File: src/rtl/rom_reader_pkg.sv
// Purpose: shared types and constants for the ROM byte reader.
// Latency: n/a (types and constants only).
// Backpressure: n/a.
package rom_reader_pkg;

    typedef enum logic [1:0] {
        IDLE  = 2'd0,
        FETCH = 2'd1,
        HOLD  = 2'd2
    } state_e;

    localparam int         BITS_PER_BYTE = 8;
    localparam logic [2:0] LAST_BIT      = 3'd7;

endpackage

File: src/rtl/rom_bit_deserializer.sv
// Purpose: 8-bit LSB-first shift/capture register fed one ROM bit per cycle.
// Latency: byte_out reflects the bit being written in the same cycle (combinational view).
// Backpressure: none; the writer gates capture.
// Ports:
//   clk, rst_n : clock and asynchronous active-low reset
//   bit_in     : incoming ROM bit
//   bit_idx    : byte position written by bit_in
//   capture    : write strobe; bit_in is stored at bit_idx on the rising edge
//   byte_out   : stored bits with the in-flight bit merged at bit_idx
module rom_bit_deserializer
    import rom_reader_pkg::*;
(
    input  logic                     clk,
    input  logic                     rst_n,
    input  logic                     bit_in,
    input  logic [2:0]               bit_idx,
    input  logic                     capture,
    output logic [BITS_PER_BYTE-1:0] byte_out
);

    logic [BITS_PER_BYTE-1:0] shift_q;
    logic [BITS_PER_BYTE-1:0] shift_d;

    // The merged view lets the caller grab the whole byte on the edge that
    // writes its last bit, without waiting an extra cycle.
    always_comb begin
        shift_d          = shift_q;
        shift_d[bit_idx] = bit_in;
    end

    always_ff @(posedge clk or negedge rst_n) begin
        if (!rst_n) begin
            shift_q <= '0;
        end else if (capture) begin
            shift_q <= shift_d;
        end
    end

    assign byte_out = shift_d;

endmodule

File: src/rtl/rom_byte_reader.sv
// Purpose: sequences ROM bit addresses and deserialises 8 bits per byte, LSB first.
// Latency: first byte valid on the 9th edge counting the start-sampling edge; +8 edges per later byte.
// Backpressure: out_valid/out_ready; in HOLD the address, data and valid are frozen until accepted.
// Ports:
//   CLK, RESETN           : clock and asynchronous active-low reset
//   start, base_addr,
//   byte_count            : request, sampled only in IDLE
//   busy                  : high outside IDLE
//   rom_addr / rom_data   : registered ROM address and its combinational 1-bit data
//   out_data, out_valid,
//   out_ready             : assembled byte stream
//   done                  : one-cycle pulse after a request completes
module rom_byte_reader
    import rom_reader_pkg::*;
#(
    parameter int ADDR_W = 8,
    parameter int CNT_W  = 5
) (
    input  logic              CLK,
    input  logic              RESETN,
    input  logic              start,
    input  logic [ADDR_W-1:0] base_addr,
    input  logic [CNT_W-1:0]  byte_count,
    output logic              busy,
    output logic [ADDR_W-1:0] rom_addr,
    input  logic              rom_data,
    output logic [7:0]        out_data,
    output logic              out_valid,
    input  logic              out_ready,
    output logic              done
);

    state_e            state_q,     state_d;
    logic [ADDR_W-1:0] addr_q,      addr_d;
    logic [CNT_W-1:0]  remaining_q, remaining_d;
    logic [2:0]        bitcnt_q,    bitcnt_d;
    logic [7:0]        out_data_q,  out_data_d;
    logic              out_valid_q, out_valid_d;
    logic              done_q,      done_d;

    logic              fetch_en;
    logic [7:0]        assembled;

    assign fetch_en = (state_q == FETCH);

    rom_bit_deserializer u_deser (
        .clk      (CLK),
        .rst_n    (RESETN),
        .bit_in   (rom_data),
        .bit_idx  (bitcnt_q),
        .capture  (fetch_en),
        .byte_out (assembled)
    );

    always_comb begin
        state_d     = state_q;
        addr_d      = addr_q;
        remaining_d = remaining_q;
        bitcnt_d    = bitcnt_q;
        out_data_d  = out_data_q;
        out_valid_d = out_valid_q;
        done_d      = 1'b0;

        case (state_q)
            IDLE: begin
                if (start) begin
                    if (byte_count != '0) begin
                        addr_d      = base_addr;
                        remaining_d = byte_count;
                        bitcnt_d    = '0;
                        state_d     = FETCH;
                    end else begin
                        // Empty request completes immediately.
                        done_d = 1'b1;
                    end
                end
            end
            FETCH: begin
                // Address wraps naturally at 2**ADDR_W.
                addr_d   = addr_q + 1'b1;
                bitcnt_d = bitcnt_q + 1'b1;
                if (bitcnt_q == LAST_BIT) begin
                    out_data_d  = assembled;
                    out_valid_d = 1'b1;
                    state_d     = HOLD;
                end
            end
            HOLD: begin
                if (out_valid_q && out_ready) begin
                    out_valid_d = 1'b0;
                    remaining_d = remaining_q - 1'b1;
                    if (remaining_q > CNT_W'(1)) begin
                        // addr_q already points at the next byte's first bit.
                        bitcnt_d = '0;
                        state_d  = FETCH;
                    end else begin
                        state_d = IDLE;
                        done_d  = 1'b1;
                    end
                end
            end
            default: begin
                state_d = IDLE;
            end
        endcase
    end

    always_ff @(posedge CLK or negedge RESETN) begin
        if (!RESETN) begin
            state_q     <= IDLE;
            addr_q      <= '0;
            remaining_q <= '0;
            bitcnt_q    <= '0;
            out_data_q  <= '0;
            out_valid_q <= 1'b0;
            done_q      <= 1'b0;
        end else begin
            state_q     <= state_d;
            addr_q      <= addr_d;
            remaining_q <= remaining_d;
            bitcnt_q    <= bitcnt_d;
            out_data_q  <= out_data_d;
            out_valid_q <= out_valid_d;
            done_q      <= done_d;
        end
    end

    assign busy      = (state_q != IDLE);
    assign rom_addr  = addr_q;
    assign out_data  = out_data_q;
    assign out_valid = out_valid_q;
    assign done      = done_q;

endmodule

File: config.mk
export PLATFORM = sky130hd
export DESIGN_NAME = rom_byte_reader
export DESIGN_NICKNAME = d
export VERILOG_FILES = /design/src/rtl/rom_reader_pkg.sv /design/src/rtl/rom_bit_deserializer.sv /design/src/rtl/rom_byte_reader.sv
export SDC_FILE = /design/constraint.sdc
export NUM_CORES = 1
export LEC_CHECK = 0
export CORE_UTILIZATION = 54
export CTS_BUF_LIST = sky130_fd_sc_hd__clkbuf_4
export CTS_CLUSTER_DIAMETER = 100
export CTS_CLUSTER_SIZE = 8
export DETAILED_ROUTE_END_ITERATION = 10
export PLACE_DENSITY_LB_ADDON = 0.08
export SKIP_LAST_GASP = 1
export SLEW_MARGIN = 10
export SYNTH_ARGS = -nofsm -noshare
export SYNTH_HDL_FRONTEND = slang
export SYNTH_SLANG_ARGS = --single-unit
File: constraint.sdc
create_clock -name CLK -period 1.77 [get_ports CLK]
set_clock_uncertainty 0.1 [all_clocks]
set_input_delay 0.177 -clock CLK [delete_from_list [all_inputs] [get_ports CLK]]
set_output_delay 0.177 -clock CLK [all_outputs]
set_load 0.02 [all_outputs]
# Yosys cells after proc, flatten, opt, wreduce, memory -nomap -nowiden
# Cells that the tools add are included.
# word_totals
mem_count,0
latch_bits,0
inputBits,18
ramBits,0
ff_bits,36
word_cells,66
output_inout_bits,19
mem_bits_ro,0
# op_classes
muxes,29
n_div,0
add_sub_neg,3
reduce_logical,15
eq_ne,8
n_bitwise,0
magnitude_cmp,3
n_shift,0
mul,0
# ops
op,count
8-bit two-way mux,2
8-bit case mux with 2 select lines,1
5-bit two-way mux,3
3-bit two-way mux,4
5-bit case mux with 2 select lines,1
3-bit case mux with 3 select lines,1
"8-bit by 1-bit adder with 8-bit output, second input constant",1
8-bit bitwise mux,1
1-bit two-way mux,8
2-bit two-way mux,4
"2-bit != test, second input constant",4
4-bit AND reduction,2
2-bit nonzero test,4
2-bit case mux with 3 select lines,1
3-bit AND reduction,2
"5-bit by 1-bit > comparator with 1-bit output, second input constant",1
5-bit AND reduction,1
5-bit nonzero test,1
"5-bit by 1-bit subtractor with 5-bit output, second input constant",1
"3-bit by 4-bit < comparator with 1-bit output, second input constant",1
1-bit case mux with 2 select lines,2
"3-bit by 1-bit adder with 3-bit output, second input constant",1
1-bit demux with 3-bit select,1
"3-bit equality test, second input constant",1
8 further kinds,9

# Longest topological paths before layout
# depth
depth_word,5
mapped_depth,6
mapped_depth_nobuf,5

# Cells and area by module
# A second synthesis with hierarchy kept.
# unflattened
hier_cells,197
hier_area_um2,2124.5
# modules_own_cells
module,seq_area_each_um2,cells_each,n_inst,area_each_um2
rom_byte_reader,700.7,153,1,1569.0
rom_bit_deserializer,200.2,44,1,555.5

# Worst setup path after synthesis
# No wires, ideal clock.
# synth_timing
path_kind,flip-flop to flip-flop
start,reg state_q[0]
end,"reg addr_q[0], in the netlist rom_addr[0]"
synth_period_minus_slack_ns,1.478
n_path_buf,2
setup_slack_ns,0.292
arrival_time_ns,1.235
path_stages_with_launch,7
setup_time_ns,0.142
required_time_ns,1.528
path_cell_list,dfrtp_1 buf_6 nor3_1 a211oi_2 buf_2 a211oi_2 a31oi_1
# synth_between
elab_chain_len,3
word_cells_on_any_way,7
cone_classes,eq/ne (3); mux (1); reduce/logical (3)
# synth_rtl
item,line,text
"start, declared",rom_byte_reader.sv:33,"state_e state_q, state_d;"
"start signal, assigned",rom_byte_reader.sv:118,state_q <= state_d;
2-bit by 1-bit equality test with 1-bit output or 2-bit zero test (tied branches),rom_byte_reader.sv:64,case (state_q)
2-bit nonzero test (no source line) or 2-bit != test (tied branches),--,
3-bit AND reduction (no source line),--,
"end signal, assigned",rom_byte_reader.sv:119,addr_q <= addr_d;
"end, declared",rom_byte_reader.sv:34,"logic [ADDR_W-1:0] addr_q, addr_d;"
# Several ways; a longest one is shown, not always the timed one.
# A chain may end at the register's enable or synchronous reset.

# Final worst setup path
# layout_timing
start,reg state_q[0]
end,out busy
# layout_between
elab_chain_len,1
# layout_rtl
item,line,text
2-bit nonzero test,rom_byte_reader.sv:128,assign busy = (state_q != IDLE);
"end, declared",rom_byte_reader.sv:24,"output logic busy,"
# Every way passes these cells.

==> flow_summary.ini <==
[synthesis]
yosys-top-cells-area = dfrtp_1 (45%), nand2_1 (6.6%), mux2_2 (5.1%)
synthCells = 213
yosysSeqAreaShare_pct = 45.2
ys_warn_count = 0
synth_top_area_cell = dfrtp_1
synth-edff-count = 0
synth_top_area_share_pct = 45.2
synth_cell_types = 40
synth-main-ff-cell = dfrtp_1
yosys_register_bits = 36
syn_avg_cell_area_sq_um = 9.35
syn-num-nets = 236
async_flop_share_pct = 100
syn-cell-area_sq_um = 1990

[worst_setup_path]
ff2ff_setup_slack_ps = 90
reg2reg_to = rom_addr[6]$_DFFE_PN0P_
rr_startpoint = state_q[0]$_DFFE_PN0P_
crit_path_end_kind = output port
critical_path_class = reg2out
cp_max_fo = 7
arrival_ps = 1450
r2r_cells = 5
critPathRequiredTime_ps = 1490
worst_setup_path_start_kind = flip-flop

[final_layout]
ff_latch_area_sq_um = 902
area_growth_pct = 28.4
diodes = 0
fillCellCount = 279
drive_gt1_share_pct = 15.6
final_nets = 284
multiInputGateArea_sq_um = 1020
utilization_pct = 74.3
fin_cells = 308

[clock_tree]
clkSinkCount = 36
cts.clk_slew.worst_paths_ps = 120
cts-root-buf = clkbuf_4
h-tree-depth = 2
cts_tree = done
cts_inserted_buffers = 5
insertion_delay_ps = 350
clk_path_buf_depth = 2

[route]
drc = 0
drt-total-wl_mm = 4.32
drt_iter0_drc = 141
vias_per_cell = 5.59
vias = 1722
ant_nets = 0
wl_per_cell_microns = 14.0
firstDrtPassIters = 4

[floorplanning]
die_area_sq_um = 3940
io_pins = 37
die_h_microns = 62.7
rows = 21
die_x_microns = 62.7
core-area_sq_um = 3440
initial_core_util_pct = 57.9

[place]
dp_slack_ps = 28.5
gp_congestion = 0.881
placed_cells = 299
port_buffers = 36
hpwl_mm = 3.05

[timing]
rsz0062_at_grt = yes
fin_tns_setup_ps = 0
fin_crit_ps = 1730
fmax_mhz = 578
fin_crit_sh_pct = 97.7
hold_viol = 0
tightest_slew_ps = 470
maxSlewViolCount = 0
setup_viol = 0
worst_slack_ps = 40.5
maxSlewHeadroom_pct = 68.7

[global_route]
grt_antenna_before_repair = 0
grt_max_degree = 37
grt_pass1_vias = 1761
grt_usage_pct = 25.0
gr-total-overflow = 0
grt_pass1_wl_mm = 7.75

[run_status]
status = completed

[hold_path]
hold_class = in2async

[job]
maxCapViolCount = 0

[power_and_ir_drop]
ir_drop_uv = 995
total_power_uw = 4400
p_leak_uw = 0.00114
power.density_nw_per_um2 = 1720
-- metrics by stage --
stage / cell area (sq um) / hold WS (ps)
after floorplan: 1990 / -219
after global placement: 2460 / 365
after detailed placement: 2460 / 371
after CTS: 2540 / 160
after global routing: 2560 / 173
final: 2560 / 141
-- final cells by class --
cell class / count / share of cell area, %
Clock buffer: 6 / 1.76
Clock inverter: 2 / 1.37
Multi-Input combinational cell: 163 / 40.1
Timing Repair Buffer: 51 / 18.7
Inverter: 4 / 0.587
Tap cell: 46 / 2.25
Sequential cell: 36 / 35.3
-- cell families (layout without fill, tap and decap cells) --
logic type | count (synthesis) | count (layout) | share of synthesized area, %
AND/OR/NAND/NOR | 89 | 89 | 22.4
AO/OA/AOI/OAI | 51 | 51 | 16.3
buffers and inverters | 14 | 63 | 3.33
multiplexers | 18 | 18 | 9.61
flip-flops | 36 | 36 | 45.2
adder cells (fa/ha/maj) | 5 | 5 | 3.14
-- metal layers --
layer | part of all wire [%] | wire [microns] | track usage [%] | vias to the layer above
met5 | 0 | 0 | 0 | -
met1 | 46 | 2010 | 32.2 | 810
met2 | 48 | 2080 | 41.3 | 51
met4 | 0.93 | 40 | 8.72 | 0
li1 | - | - | - | 857
met3 | 4.4 | 190 | 5.47 | 4
-- state kept, by name, indices dropped and copies added (netlist names) --
| signal | flops |
|---|---|
| bitcnt_q | 3 |
| done | 1 |
| out_data | 8 |
| out_valid | 1 |
| remaining_q | 5 |
| rom_addr | 8 |
| state_q | 2 |
| u_deser.shift_q | 8 |
-- critical path, cell delays in order (launching register included) --
cell           delay (ps)
dfrtp_1               470
or2_2                 310
dlygate4sd2_1         320
-- synth_stat cells (4+ instances only) --
master / number
a21oi_1: 16
mux2i_1: 9
o21ai_0: 15
nand3_1: 7
nand2_1: 35
nor2_1: 14
buf_2: 5
nand2b_1: 6
nor2b_1: 4
dfrtp_1: 36
mux2_2: 9
inv_1: 4
nor3_1: 6
ha_1: 5
o22ai_1: 6
-- where the power goes --
group | leakage [uW] | switching [uW] | total [uW] | internal (uW)
sequential | 0.000426 | 376 | 1590 | 1210
combinational | 0.000665 | 1130 | 2210 | 1080
clock | 0.0000456 | 292 | 604 | 311
total | 0.00114 | 1790 | 4400 | 2610
-- timing repair --
item	4_1_cts	5_1_grt
buffers inserted	0	1
hold buffers	0	0
setup endpoints to repair	2	4
resized for setup	3	3
-- placed cells by master, fill, tap and decap left out, types with 2 or more instances in the layout --
| master | instances |
|---|---|
| o2bb2ai_1 | 2 |
| a21oi_1 | 16 |
| mux2_2 | 9 |
| nand3_1 | 7 |
| nor3_1 | 6 |
| dfrtp_1 | 35 |
| dlygate4sd2_1 | 2 |
| mux2i_1 | 9 |
| o21ai_0 | 15 |
| nand2b_1 | 6 |
| and3_1 | 3 |
| nand4_1 | 3 |
| o22ai_1 | 6 |
| a22o_1 | 2 |
| a31oi_1 | 2 |
| clkdlybuf4s50_1 | 31 |
| nor3b_1 | 2 |
| inv_1 | 4 |
| nor2_1 | 14 |
| buf_4 | 15 |
| dlymetal6s2s_1 | 3 |
| a211oi_2 | 2 |
| clkbuf_4 | 6 |
| nor2b_1 | 4 |
| ha_1 | 5 |
| nand2_1 | 35 |
-- how the worst max path moves through the flow --
stage                      startpoint  slack [ps]                    endpoint  depth (start not counted)
6_report       state_q[0]$_DFFE_PN0P_          40                        busy                          2
5_1_grt        state_q[1]$_DFFE_PN0P_         -20                        busy                          2
4_1_cts        state_q[1]$_DFFE_PN0P_           8                        busy                          2
3_5_place_dp                    start          30  remaining_q[1]$_DFFE_PN0P_                          5
3_3_place_gp                    start          60  remaining_q[1]$_DFFE_PN0P_                          5
2_1_floorplan  state_q[0]$_DFFE_PN0P_         290     rom_addr[0]$_DFFE_PN0P_                          6
No activity file was read; power rests on OpenSTA's default activity.
